<file path="src/rtl/sub_stream_ctrl.sv">
// Sequencer feeding the 8-lane SUB datapath from two operand streams, with credit-gated issue and a FWFT result buffer.
// Optional stall counters are compiled in with `define SUB_CTRL_PERF_EN.
module sub_stream_ctrl #(
  parameter int unsigned MAX_VECTOR_SIZE = 8,
  parameter int unsigned OUT_FIFO_DEPTH  = 8,
  parameter int unsigned LEN_W           = 16
) (
  input  logic                                 clk,
  input  logic                                 rst,
  input  logic                                 start,
  input  logic [LEN_W-1:0]                     length,
  output logic                                 busy,
  output logic                                 done,
  input  logic [8*MAX_VECTOR_SIZE-1:0]         in1_data,
  input  logic                                 in1_valid,
  output logic                                 in1_ready,
  input  logic [8*MAX_VECTOR_SIZE-1:0]         in2_data,
  input  logic                                 in2_valid,
  output logic                                 in2_ready,
  output logic                                 sub_valid_in,
  output logic [8*MAX_VECTOR_SIZE-1:0]         sub_input1,
  output logic [8*MAX_VECTOR_SIZE-1:0]         sub_input2,
  input  logic [8*MAX_VECTOR_SIZE-1:0]         sub_data_o,
  input  logic                                 sub_valid_o,
  output logic [8*MAX_VECTOR_SIZE-1:0]         out_data,
  output logic                                 out_valid,
  input  logic                                 out_ready,
  output logic                                 out_last,
  output logic [$clog2(MAX_VECTOR_SIZE+1)-1:0] out_bytes
`ifdef SUB_CTRL_PERF_EN
  ,
  output logic [31:0]                          perf_stall_in,
  output logic [31:0]                          perf_stall_credit,
  output logic [31:0]                          perf_stall_out
`endif
);

  localparam int unsigned INT8_SIZE = 8;
  localparam int unsigned DATA_W    = INT8_SIZE * MAX_VECTOR_SIZE;
  localparam int unsigned BYTES_W   = $clog2(MAX_VECTOR_SIZE + 1);
  localparam int unsigned CNT_W     = $clog2(OUT_FIFO_DEPTH + 1);
  localparam int unsigned PTR_W     = $clog2(OUT_FIFO_DEPTH);

  typedef enum logic [1:0] {S_IDLE, S_ISSUE, S_DRAIN, S_DONE} state_t;

  state_t              state, state_next;
  logic [LEN_W-1:0]    beats, issued, popped, beats_in;
  logic [BYTES_W-1:0]  tail, tail_in;
  logic [CNT_W-1:0]    inflight, fifo_count;
  logic [PTR_W-1:0]    wr_ptr, rd_ptr;
  logic [DATA_W-1:0]   mem [OUT_FIFO_DEPTH];
  logic [DATA_W-1:0]   op1_m, op2_m;
  logic                start_acc, issue, push, pop, credit_ok, last_issue;

  // State register
  always_ff @(posedge clk or posedge rst) begin
    if (rst) state <= S_IDLE;
    else     state <= state_next;
  end

  // Next-state logic
  always_comb begin
    state_next = state;
    case (state)
      S_IDLE:  if (start) state_next = (length == '0) ? S_DONE : S_ISSUE;
      S_ISSUE: if (issued == beats) state_next = S_DRAIN;
      S_DRAIN: if (popped == beats) state_next = S_DONE;
      S_DONE:  state_next = S_IDLE;
      default: state_next = S_IDLE;
    endcase
  end

  // Handshakes, credit check and tail masking of the outgoing operands
  always_comb begin
    start_acc  = (state == S_IDLE) && start;
    beats_in   = LEN_W'((32'(length) + 32'(MAX_VECTOR_SIZE - 1)) / 32'(MAX_VECTOR_SIZE));
    tail_in    = BYTES_W'(32'(length) % 32'(MAX_VECTOR_SIZE));
    credit_ok  = ((CNT_W+1)'(inflight) + (CNT_W+1)'(fifo_count)) < (CNT_W+1)'(OUT_FIFO_DEPTH);
    issue      = (state == S_ISSUE) && in1_valid && in2_valid && credit_ok && (issued < beats);
    in1_ready  = issue;
    in2_ready  = issue;
    push       = sub_valid_o && (inflight != '0);
    pop        = out_valid && out_ready;
    last_issue = (issued == beats - LEN_W'(1));
    op1_m      = in1_data;
    op2_m      = in2_data;
    for (int unsigned i = 0; i < MAX_VECTOR_SIZE; i++) begin
      if (last_issue && (tail != '0) && (BYTES_W'(i) >= tail)) begin
        op1_m[i*INT8_SIZE +: INT8_SIZE] = '0;
        op2_m[i*INT8_SIZE +: INT8_SIZE] = '0;
      end
    end
  end

  // Job bookkeeping and the registered SUB issue port
  always_ff @(posedge clk or posedge rst) begin
    if (rst) begin
      busy         <= 1'b0;
      done         <= 1'b0;
      beats        <= '0;
      tail         <= '0;
      issued       <= '0;
      popped       <= '0;
      inflight     <= '0;
      sub_valid_in <= 1'b0;
      sub_input1   <= '0;
      sub_input2   <= '0;
    end else begin
      done         <= (state == S_DONE);
      sub_valid_in <= issue;
      if (start_acc) begin
        busy   <= 1'b1;
        beats  <= beats_in;
        tail   <= tail_in;
        issued <= '0;
        popped <= '0;
      end else begin
        if (state == S_DONE) busy <= 1'b0;
        if (issue && (issued < beats)) issued <= issued + LEN_W'(1);
        if (pop && (popped < beats))   popped <= popped + LEN_W'(1);
      end
      if (issue) begin
        sub_input1 <= op1_m;
        sub_input2 <= op2_m;
      end
      case ({issue, push})
        2'b10:   inflight <= inflight + CNT_W'(1);
        2'b01:   inflight <= inflight - CNT_W'(1);
        default: inflight <= inflight;
      endcase
    end
  end

  // Result buffer storage; contents are don't-care until written
  always_ff @(posedge clk) begin
    if (push) mem[wr_ptr] <= sub_data_o;
  end

  always_ff @(posedge clk or posedge rst) begin
    if (rst) begin
      wr_ptr     <= '0;
      rd_ptr     <= '0;
      fifo_count <= '0;
    end else begin
      if (push) wr_ptr <= wr_ptr + PTR_W'(1);
      if (pop)  rd_ptr <= rd_ptr + PTR_W'(1);
      case ({push, pop})
        2'b10:   fifo_count <= fifo_count + CNT_W'(1);
        2'b01:   fifo_count <= fifo_count - CNT_W'(1);
        default: fifo_count <= fifo_count;
      endcase
    end
  end

  // Output beat is gated so an empty buffer presents all-zero sideband
  assign out_valid = (fifo_count != '0);
  assign out_data  = out_valid ? mem[rd_ptr] : '0;
  assign out_last  = out_valid && (popped == beats - LEN_W'(1));
  assign out_bytes = !out_valid ? '0 :
                     (out_last && (tail != '0)) ? tail : BYTES_W'(MAX_VECTOR_SIZE);

`ifdef SUB_CTRL_PERF_EN
  // Saturating stall counters, cleared per job
  always_ff @(posedge clk or posedge rst) begin
    if (rst) begin
      perf_stall_in     <= '0;
      perf_stall_credit <= '0;
      perf_stall_out    <= '0;
    end else if (start_acc) begin
      perf_stall_in     <= '0;
      perf_stall_credit <= '0;
      perf_stall_out    <= '0;
    end else begin
      if ((state == S_ISSUE) && !(in1_valid && in2_valid) && (perf_stall_in != '1))
        perf_stall_in <= perf_stall_in + 32'd1;
      if ((state == S_ISSUE) && in1_valid && in2_valid && !credit_ok && (perf_stall_credit != '1))
        perf_stall_credit <= perf_stall_credit + 32'd1;
      if (out_valid && !out_ready && (perf_stall_out != '1))
        perf_stall_out <= perf_stall_out + 32'd1;
    end
  end
`endif

endmodule

</file>
<file path="config.mk">
export PLATFORM = sky130hd
export DESIGN_NAME = sub_stream_ctrl
export DESIGN_NICKNAME = d
export VERILOG_FILES = /design/src/rtl/sub_stream_ctrl.sv
export SDC_FILE = /design/constraint.sdc
export NUM_CORES = 1
export LEC_CHECK = 0
export CAP_MARGIN = 20
export CORE_MARGIN = 8
export CORE_UTILIZATION = 59
export DETAILED_ROUTE_END_ITERATION = 12
export GPL_ROUTABILITY_DRIVEN = 0
export GPL_TIMING_DRIVEN = 0
export PLACE_DENSITY = 0.85
export SLEW_MARGIN = 40
export SYNTH_ARGS = -nofsm -noshare
export SYNTH_HDL_FRONTEND = slang
export SYNTH_SLANG_ARGS = --single-unit
</file>
<file path="constraint.sdc">
create_clock -name clk -period 18.4 [get_ports clk]
set_input_delay 3.68 -clock clk [delete_from_list [all_inputs] [get_ports clk]]
set_output_delay 3.68 -clock clk [all_outputs]
set_load 0.01 [all_outputs]
</file>
==> results.md <==
- Outcome: finished, final reports clean
- Class of the worst hold path: flop to flop
- Yosys reg bits: approximately 700
- Startpoint types: input pin
- I/O Buffers: 417
- RSZ-0062 raised after global routing: no
- Cells after Synth: around 1.8k
- Dpl cells: a little under 3k
- Post-DR vias/cell: between 6 and 7
- WP data required: approximately 15 ns
- CTS tree: yes
- Die Span Y: approximately 240 µm
- Crit. End Element: output port
- Fillers: ~2.8k
- Sequential fraction of the synthesis area: 0.682
- Syn nets: approximately 2.1k
- Post-CTS Setup Repair Bufs: 0
- I/O pins: roughly 420
- Grt total ovfl: 0
- Core area: between 40,000 and 50,000 µm²
- TritonRoute pass-1 iters: 6
- Area grow syn2layout: 27.7%
- Min cycle time layout: 9.87 ns
- Die width: ~240 µm
- Placed Instance Area: roughly 36,000 µm²
- R2r setup slk: 14.20 ns
- Max FO, Critical Path: 3
- Yosys cell types: 72
- CP Data Arrival Time: between 6 and 7 ns
- CP Class: input pin to output port
- Syn_area_per_cell: 16.3 µm²
- CTS buffer count: a little under 70
- Crit share post-route: 0.536
- Syn. warnings: 0
- Largest net degree at the start of global routing: 75
- RR Startpoint: beats[12]
- Tot GR Track Use: 0.299
- Antenna violations before repair: 11
- RR Endpoint: sub_input2[54]
- Routed WL: slightly below 90 mm
- Setup TNS: 0 ns
- Worst Skew: ~0.028 ns
- Synthesized cell area: 29,700 µm²
- Fmax: about 100 MHz
- Hold Crit Depth: 1
- Full die area: between 50,000 and 60,000 µm²
- EDFF count, synth: approximately 500
- Number of max-cap violations: 0
- Vias in the first global route: a little under 20k
- Worst r2r path cells: 11
- Layout Cells excl Fill: between 3k and 4k
- Max Slew Vio Count: 0
- Hold Vio Cnt, Final: 0
- Post-CTS sizing: 0
- Clk slew on worst S/H paths: roughly 0.060 ns
- Worst rel slew slack: 0.440
- Hold Path Origin: sub_input1[6]
- Remaining DRCs: 0
- Final setup vio count: 0
- CTS Hold Bufs: 0
- Nets: approximately 2.6k
- Initial DRC Count: between 1.5k and 2k
- Core Util, Final: 0.760
- Final Instance Area: ~38,000 µm²
- Fraction of registers with async set or reset after synthesis: 0.277
- PwrDens: approximately 160 nW/µm²
- First-pass GRT wire length: around 130 mm
- Final total power: 0.00614 W
- Pleak: between 10 and 15 nW
- H-tree depth: 3
- Worst slew pin tran: approximately 0.84 ns
- Top FF cell, synth: edfxtp_1
- Max Root-Sink Buffers: 3
- Row count: slightly above 80
- Final ANT Viol Nets: 0
- Later-pin clock latency in the skew report: roughly 0.6 ns
- Post-DP HPWL: between 60 and 70 mm
- Vias: 19.0k
- Initial Utilization: 0.595
- Share of cells above drive strength 1: 0.154
- Avg WL per Cell: around 28 µm
- WHS Endpoint: sub_input1[6]
- Sink Count: 708
- CTS Root Cell: clkbuf_16
- Worst VDD drop: roughly 120 µV
## layout make-up
cell class              count  area, µm²  area share
diodes                      8       20.0    0.000527
inverters                  35        139     0.00366
clock buffers              93       1920      0.0507
clock inverters            32        305     0.00804
repair buffers            476       5030       0.132
plain buffers              89        398      0.0105
multi-input cells         990       9040       0.238
flip-flops and latches    708      20300       0.534
well taps                 672        841      0.0221
## worst max path at each step
| stage | startpoint | to | slack, ns | depth (start not counted) |
|---|---|---|---|---|
| after floorplan | rst | beats[0] | 9.38 | 1 |
| after global placement | sub_valid_o | mem[0][28] | 4.49 | 5 |
| after detailed placement | in1_valid | in2_ready | 8.55 | 7 |
| after CTS | in1_valid | in2_ready | 8.53 | 7 |
| after global routing | in1_valid | in2_ready | 8.47 | 7 |
| final | in1_valid | in2_ready | 8.53 | 7 |
## per-stage QoR
step	setup WS, ns	hold slack [ns]
after floorplan	9.38	0.468
after global routing	8.47	0.521
final	8.53	0.505
after detailed placement	8.55	0.494
after CTS	8.53	0.507
after global placement	4.49	0.487
## flip-flops by register name, summed over array words and instances (netlist names)
register and cells:
done 1, mem 512, state 2, wr_ptr 3, inflight 4, fifo_count 4, sub_input1 64, busy 1
issued 16, rd_ptr 3, tail 3, sub_valid_in 1, popped 16, beats 14, sub_input2 64
## synth_stat cells, types with 28 or more instances
master	instances	share of area
buf_1	30	0.0038
clkbuf_1	45	0.0057
dfrtp_1	196	0.16
edfxtp_1	512	0.52
ha_1	47	0.020
inv_1	35	0.0044
mux2i_1	183	0.062
mux4_2	128	0.097
nand2_1	62	0.0078
nor2_1	232	0.029
xnor2_1	47	0.014
xor2_1	28	0.0082
## power by group
group	total (W)	switching, W	leakage (nW)	internal (W)
clock network	0.00140	0.000616	1.09	0.000786
registers	0.00227	0.000207	7.12	0.00206
logic	0.00246	0.00127	6.20	0.00119
total	0.00614	0.00210	14.4	0.00404
## routing by layer
metal	up-vias	track usage	share of wire
met1	9535	0.340	0.34
met2	1158	0.519	0.51
met3	223	0.0693	0.094
met5	-	0	0.00054
li1	8059	-	-
met4	6	0.165	0.053
## cell usage in the layout, fill, tap and decap left out, drive strengths merged, types with 4 or more instances in the layout
master and instances:
o22ai 4, or3 6, clkbuf 145, or4 8, edfxtp 512, nor4b 5, nand3 22, and4 6
nand4 15, diode 8, nand2b 10, mux2 19, nor3 25, mux4 128, dfrtp 196, buf 96
mux2i 183, nand2 62, a31oi 9, a21oi 20, clkinv 26, ha 47, and2 7, xnor2 47
nor4 14, a21o 10, inv 36, a2111oi 4, nor2 232, and3 8, o21ai 26, clkdlybuf4s50 417
xor2 28
## worst max-delay path, stage by stage
cell and delay, ns:
clkdlybuf4s50_1 0.52, and3b_1 0.24, o2111ai_1 0.15, or4_1 0.58, inv_1 0.33, buf_4 0.17, clkdlybuf4s50_1 0.52
## logic make-up after synthesis
logic type / synth area share
DFF: 0.682
and+or+nand+nor: 0.0681
muxes: 0.166
buffers and inverters: 0.0168
AOI/OAI and AO/OA: 0.0250
xor gates and xnor gates: 0.0221
adders and majority gates: 0.0204
(Power assumes the default switching activity.)
